[src/rtl/cpu_pkg.sv]
// Shared CPU types: instruction/status layouts, opcodes, ALU ops, CU states and condition check.
package cpu_pkg;

  typedef struct packed {
    logic [3:0]  cond;
    logic [7:0]  opcode;
    logic [3:0]  ra;
    logic [15:0] operand;  // register ops use operand[3:0] as rb
  } ir_t;

  typedef struct packed {
    logic negative;
    logic zero;
    logic carry;
    logic overflow;
  } status_t;

  typedef enum logic [3:0] {
    CondAl, CondEq, CondNe, CondCs, CondCc, CondMi, CondPl, CondVs, CondVc, CondGe, CondLt
  } cond_e;

  typedef enum logic [2:0] {
    AluAdd, AluSub, AluAnd, AluOr, AluXor, AluShl, AluPassA, AluPassB
  } alu_op_e;

  typedef enum logic [3:0] {
    StStop, StFetch, StAlu, StLd, StLdr, StLdi, StSt, StStr, StPush, StPop, StHalt,
    StIntPush, StIntJmp, StNop
  } cu_state_e;

  // 0x0X is ALU: bit 3 selects the immediate form, bits 2:0 the ALU op.
  localparam logic [7:0] OpLd   = 8'h10;
  localparam logic [7:0] OpLdr  = 8'h11;
  localparam logic [7:0] OpLdi  = 8'h12;
  localparam logic [7:0] OpSt   = 8'h13;
  localparam logic [7:0] OpStr  = 8'h14;
  localparam logic [7:0] OpPush = 8'h15;
  localparam logic [7:0] OpPop  = 8'h16;
  localparam logic [7:0] OpHalt = 8'h17;

  localparam logic [3:0] RegSp = 4'd14;
  localparam logic [3:0] RegPc = 4'd15;

  function automatic logic satisfies_condition(input logic [3:0] cond, input status_t st);
    case (cond)
      CondAl:  return 1'b1;
      CondEq:  return st.zero;
      CondNe:  return !st.zero;
      CondCs:  return st.carry;
      CondCc:  return !st.carry;
      CondMi:  return st.negative;
      CondPl:  return !st.negative;
      CondVs:  return st.overflow;
      CondVc:  return !st.overflow;
      CondGe:  return st.negative == st.overflow;
      CondLt:  return st.negative != st.overflow;
      default: return 1'b0;
    endcase
  endfunction

endpackage

[src/rtl/mem_hs_seq.sv]
// Memory handshake helper: first-cycle (entry) pulse and ack-cycle pulse of a memory state.
module mem_hs_seq (
  input  logic clk,
  input  logic rst,
  input  logic i_mem_state,
  input  logic i_mem_ack,
  output logic o_entry,
  output logic o_ack
);

  logic r_busy;

  // Set while a request is outstanding; cleared by the ack so the next state is a fresh entry.
  always_ff @(posedge clk or posedge rst) begin
    if (rst) r_busy <= 1'b0;
    else     r_busy <= i_mem_state && !i_mem_ack;
  end

  assign o_entry = i_mem_state && !r_busy;
  assign o_ack   = i_mem_state && i_mem_ack;

endmodule

[src/rtl/cu_hs.sv]
// Multi-cycle control unit with request/ack memory handshake, HALT and vectored interrupt entry.
module cu_hs
  import cpu_pkg::*;
#(
  parameter int unsigned ALU_IMM_W = 8,
  parameter int unsigned MEM_IMM_W = 16,
  parameter logic [31:0] IRQ_VEC   = 32'h0000_0010
) (
  input  logic        clk,
  input  logic        rst,
  input  logic        start,
  input  ir_t         ir,
  input  status_t     status,
  input  logic        irq,
  input  logic        irq_en,
  input  logic        mem_ack,
  output cu_state_e   state,
  output logic        mem_rd,
  output logic        mem_wr,
  output logic [31:0] a_reg_mask,
  output logic [31:0] b_reg_mask,
  output logic [3:0]  sel_a,
  output logic [3:0]  sel_b,
  output logic [3:0]  sel_in,
  output logic        oe_a_reg_file,
  output logic        oe_b_reg_file,
  output logic        ld_reg_file,
  output logic [7:0]  count_b,
  output logic        pre_count_b,
  output logic        post_count_b,
  output logic        ld_ir,
  output logic        oe_ir_b,
  output logic        ld_status,
  output logic        oe_mdr,
  output alu_op_e     alu_op,
  output logic        oe_alu,
  output logic        int_ack,
  output logic        halted,
  output logic [31:0] const_out,
  output logic        oe_const
);

  localparam logic [31:0] AluMask = 32'((64'h1 << ALU_IMM_W) - 64'h1);
  localparam logic [31:0] MemMask = 32'((64'h1 << MEM_IMM_W) - 64'h1);

  cu_state_e r_state;
  logic      w_in_mem, w_entry, w_ack, w_unused;

  assign state    = r_state;
  assign w_in_mem = r_state inside {StFetch, StLd, StLdr, StSt, StStr, StPush, StPop, StIntPush};
  assign w_unused = ^ir.operand[15:4];

  mem_hs_seq u_mem_hs_seq (
    .clk         (clk),
    .rst         (rst),
    .i_mem_state (w_in_mem),
    .i_mem_ack   (mem_ack),
    .o_entry     (w_entry),
    .o_ack       (w_ack)
  );

  function automatic cu_state_e decode(input logic [7:0] op);
    if (op[7:4] == 4'h0) return StAlu;
    case (op)
      OpLd:    return StLd;
      OpLdr:   return StLdr;
      OpLdi:   return StLdi;
      OpSt:    return StSt;
      OpStr:   return StStr;
      OpPush:  return StPush;
      OpPop:   return StPop;
      OpHalt:  return StHalt;
      default: return StNop;
    endcase
  endfunction

  always_ff @(posedge clk or posedge rst) begin
    if (rst) begin
      r_state <= StStop;
    end else begin
      case (r_state)
        StStop, StHalt: if (start) r_state <= StFetch;
        StFetch: begin
          if (w_ack) begin
            if (irq && irq_en)                          r_state <= StIntPush;
            else if (!satisfies_condition(ir.cond, status)) r_state <= StFetch;
            else                                        r_state <= decode(ir.opcode);
          end
        end
        StLd, StLdr, StSt, StStr, StPush, StPop: if (w_ack) r_state <= StFetch;
        StIntPush: if (w_ack) r_state <= StIntJmp;
        default: r_state <= StFetch;  // ALU, LDI, NOP, INT_JMP
      endcase
    end
  end

  always_comb begin
    mem_rd        = 1'b0;
    mem_wr        = 1'b0;
    a_reg_mask    = '1;
    b_reg_mask    = '1;
    sel_a         = '0;
    sel_b         = '0;
    sel_in        = '0;
    oe_a_reg_file = 1'b0;
    oe_b_reg_file = 1'b0;
    ld_reg_file   = 1'b0;
    count_b       = '0;
    pre_count_b   = 1'b0;
    post_count_b  = 1'b0;
    ld_ir         = 1'b0;
    oe_ir_b       = 1'b0;
    ld_status     = 1'b0;
    oe_mdr        = 1'b0;
    alu_op        = AluAdd;
    oe_alu        = 1'b0;
    int_ack       = 1'b0;
    halted        = 1'b0;
    const_out     = '0;
    oe_const      = 1'b0;
    unique case (r_state)
      StStop, StHalt: halted = 1'b1;
      StFetch: begin
        sel_b = RegPc; oe_b_reg_file = 1'b1; mem_rd = 1'b1;
        if (w_ack) begin
          ld_ir = 1'b1; count_b = 8'd1; post_count_b = 1'b1;
        end
      end
      StAlu: begin
        sel_a = ir.ra; oe_a_reg_file = 1'b1;
        alu_op = alu_op_e'(ir.opcode[2:0]);
        if (ir.opcode[3]) begin
          oe_ir_b = 1'b1; b_reg_mask = AluMask;
        end else begin
          sel_b = ir.operand[3:0]; oe_b_reg_file = 1'b1;
        end
        oe_alu = 1'b1; ld_reg_file = 1'b1; sel_in = ir.ra; ld_status = 1'b1;
      end
      StLd: begin
        oe_ir_b = 1'b1; b_reg_mask = MemMask; mem_rd = 1'b1; oe_mdr = 1'b1;
        sel_in = ir.ra; ld_reg_file = w_ack;
      end
      StLdr: begin
        sel_b = ir.operand[3:0]; oe_b_reg_file = 1'b1; mem_rd = 1'b1; oe_mdr = 1'b1;
        sel_in = ir.ra; ld_reg_file = w_ack;
      end
      StLdi: begin
        oe_ir_b = 1'b1; b_reg_mask = MemMask; alu_op = AluPassB; oe_alu = 1'b1;
        ld_reg_file = 1'b1; sel_in = ir.ra;
      end
      StSt: begin
        oe_ir_b = 1'b1; b_reg_mask = MemMask; sel_a = ir.ra; oe_a_reg_file = 1'b1;
        mem_wr = 1'b1;
      end
      StStr: begin
        sel_b = ir.operand[3:0]; oe_b_reg_file = 1'b1; sel_a = ir.ra; oe_a_reg_file = 1'b1;
        mem_wr = 1'b1;
      end
      StPush, StIntPush: begin
        // SP is decremented once on the entry edge; wait cycles see the updated SP.
        sel_b = RegSp; oe_b_reg_file = 1'b1;
        sel_a = (r_state == StIntPush) ? RegPc : ir.ra; oe_a_reg_file = 1'b1;
        mem_wr = 1'b1;
        if (w_entry) begin
          pre_count_b = 1'b1; count_b = 8'hff;
        end
      end
      StPop: begin
        sel_b = RegSp; oe_b_reg_file = 1'b1; mem_rd = 1'b1; oe_mdr = 1'b1; sel_in = ir.ra;
        if (w_ack) begin
          ld_reg_file = 1'b1; post_count_b = 1'b1; count_b = 8'd1;
        end
      end
      StIntJmp: begin
        oe_const = 1'b1; const_out = IRQ_VEC; alu_op = AluPassA; oe_alu = 1'b1;
        ld_reg_file = 1'b1; sel_in = RegPc; int_ack = 1'b1;
      end
      default: ;  // NOP
    endcase
  end

endmodule
[config.mk]
export PLATFORM = sky130hd
export DESIGN_NAME = cu_hs
export DESIGN_NICKNAME = d
export VERILOG_FILES = /design/src/rtl/cpu_pkg.sv /design/src/rtl/mem_hs_seq.sv /design/src/rtl/cu_hs.sv
export SDC_FILE = /design/constraint.sdc
export NUM_CORES = 1
export LEC_CHECK = 0
export BUFFER_PORTS_ARGS = -buffer_cell sky130_fd_sc_hd__buf_2
export CAP_MARGIN = 20
export CORE_MARGIN = 3
export CORE_UTILIZATION = 40
export DETAILED_ROUTE_END_ITERATION = 7
export PLACE_DENSITY = 0.84
export SLEW_MARGIN = 40
export SYNTH_ARGS = -nofsm -noshare
export SYNTH_HDL_FRONTEND = slang
export SYNTH_SLANG_ARGS = --single-unit
[constraint.sdc]
create_clock -name clk -period 2.47 [get_ports clk]
set_input_delay 0 -clock clk [delete_from_list [all_inputs] [get_ports clk]]
set_output_delay 0 -clock clk [all_outputs]
set_load 0.05 [all_outputs]
==> flow_summary.json <==
{
  "routed_wl_um": 4290,
  "start_util": 0.422,
  "crit_type": "reg -> out",
  "drtAntennaViolNets": 0,
  "yosysMostFrequentCell": "buf_4",
  "overflow": 0,
  "critPathMaxFanout": 14,
  "swShare": 0.748,
  "synth_edf_count": 0,
  "peakVddDrop_mv": 0.569,
  "drt_iter0_drc": 134,
  "grt.total_usage": 0.132,
  "drive_gt1_frac": 0.348,
  "outcome": "finished, final reports clean",
  "core-area_mm2": 0.00441,
  "cts_tree": "done",
  "grt_pass1_vias": 1372,
  "route.detailed.drc": 0,
  "rows": 24,
  "p_comb_frac": 0.880,
  "dieArea_mm2": 0.00551,
  "ys.flop_type": "dfrtp_1",
  "arrival_ps": 2130,
  "clock_latency_ps": 210,
  "slew_headroom": 0.634,
  "yosysTopAreaCellShare": 0.407,
  "hold_ws_ps": 46.7,
  "port_buffers": 96,
  "tightest_slew_ps": 541,
  "yosys-top-cells-area": "buf_4 (41%), dfrtp_1 (6.7%), o21ai_0 (4.8%), nor2_1 (4.8%), nand2_1 (4.6%)",
  "antenna_cells": 0,
  "yosysTopAreaCell": "buf_4",
  "clock-sinks": 5,
  "ys_warn_count": 0,
  "p_leak_nw": 1.12,
  "final_util": 0.451,
  "synthSimpleGateAreaFrac": 0.259,
  "fillers": 479,
  "post-cts-setup-buffers": 0,
  "final_nets": 390,
  "dieHeight_um": 74.2,
  "vias_per_cell": 4.51,
  "vias": 1789,
  "synth_adder_area_share": 0.0134,
  "power.density_mw_per_mm2": 1640,
  "clockBufferDepth": 2,
  "synthArstFlopShare": 1.00,
  "ys_seq_area_frac": 0.0672,
  "ctsRootBufferMaster": "clkbuf_8",
  "antenna_found_initial": 0,
  "min_period_over_period": 0.861,
  "synth_mux_area_frac": 0.0108,
  "grt_pass1_wl_um": 5940,
  "setup_violations": 0,
  "layout_min_cycle_time_ps": 2130,
  "synth_top_family_by_area": "buffers and inverters",
  "path_clk_slew_ps": 30,
  "slew_violations": 0,
  "gp_congestion": 0.892,
  "min_path_type": "in -> reg",
  "io_pins": 180,
  "maxCapViolations": 0,
  "clkPwrFrac": 0.044,
  "cellInternalPower_w": 0.000823,
  "fmax_mhz": 470,
  "synthXorXnorAreaFrac": 0.00470,
  "grt_max_degree": 27,
  "netlist_instances": 282,
  "syn_area_per_cell_um2": 6.60,
  "p_seq_frac": 0.076,
  "skew_ps": 0.734,
  "hpwl_um": 3700,
  "cts_made_buffers": 3,
  "synth-compound-area-share": 0.194,
  "wl_per_cell_um": 10.8,
  "crit_path_start_kind": "flip-flop",
  "synth_seq_cells": 5,
  "required_ps": 2470,
  "die_w_um": 74.2,
  "rsz0062_at_grt": "false",
  "syn_area_mm2": 0.00186,
  "p_sw_w": 0.00244,
  "yosysUniqueCellTypes": 44,
  "h-tree-depth": 1,
  "cp-end-kind": "output pin",
  "ys_top_cells_by_count": "buf_4 (101), nor2_1 (24), nand2_1 (23)",
  "area_growth_syn_to_layout_pct": 6.92,
  "drt_pass1_iterations": 4,
  "finalHoldViolations": 0
}
-- registers in the layout (all words and copies together), names as in the netlist --
register	count
state	4
u_mem_hs_seq.r_busy	1
-- power groups by stage --
stage               Sequential, W  Combinational [W]  Clock [W]
finish                   0.000248            0.00287   0.000143
global route             0.000263            0.00304   0.000155
CTS                      0.000248            0.00288   0.000146
detailed placement       0.000247            0.00287          0
global placement         0.000244            0.00284          0
floorplan                0.000235            0.00268          0
-- critical path, cell delays in order, from the launching register on --
cell and delay, ps:
dfrtp_1 630, nand2b_1 220, nand2b_1 250, inv_1 190, a21oi_1 80, o221a_2 160
nor2_1 110, buf_2 270
-- routing by layer --
metal | wire [µm] | vias to the layer above | track usage
li1 | - | 902 | -
met1 | 1530 | 794 | 0.139
met2 | 2310 | 91 | 0.272
met3 | 439 | 2 | 0.0176
met4 | 14 | 0 | 0.0277
met5 | 0 | - | 0
-- area by class of cell --
type	instances	area, µm²	area share
Sequential cell	5	129	0.0647
Tap cell	52	65.1	0.0327
Inverter	10	41.3	0.0207
Clock buffer	4	45.0	0.0226
Multi-Input combinational cell	227	1200	0.605
Timing Repair Buffer	99	505	0.254
-- through the flow --
stage	setup WS [ps]	cell area, µm²	power [W]	cells	TNS (ps)
3_5_place_dp	598	1940	0.00312	392	0
6_report	344	1990	0.00326	397	0
3_3_place_gp	674	1940	0.00309	392	0
4_1_cts	364	1990	0.00327	397	0
2_1_floorplan	-105	2210	0.00291	351	-1310
5_1_grt	219	1990	0.00346	397	0
-- cells by family (layout without fill, tap and decap cells) --
logic type,count (synthesis),after routing
buffers and inverters,119,113
and+or+nand+nor,93,93
AOI/OAI and AO/OA,58,58
DFF,5,5
adders and majority gates,2,2
other,2,71
muxes,2,2
xor gates and xnor gates,1,1
-- cell usage in the layout, fill, tap and decap left out, types with 3 or more instances in the layout --
cell type / n
buf_2: 96
conb_1: 71
nor2_1: 24
nand2_1: 22
o21ai_0: 18
a21oi_1: 12
nand2b_1: 10
inv_1: 9
o22ai_1: 7
nand3_1: 6
nor3_1: 6
nor2b_1: 4
a31oi_1: 4
and2b_2: 3
clkbuf_8: 3
dfrtp_2: 3
-- worst paths after layout --
check	slack, ps	cells after the start	to	startpoint
min in group asynchronous	220	3	u_mem_hs_seq.r_busy	rst
hold reg to reg	670	2	state[1]	state[1]
max in group asynchronous	2070	3	state[2]	rst
hold / removal	50	2	u_mem_hs_seq.r_busy	mem_ack
setup reg to reg	660	6	state[0]	state[1]
setup / recovery	340	7	sel_in[1]	state[3]
-- what timing repair did --
item,in CTS,in global routing
hold endpoints to repair,5,0
hold buffers,1,0
gates resized for setup,0,0
endpoints found under the setup margin,0,0
No activity file was read; power rests on OpenSTA's default activity.
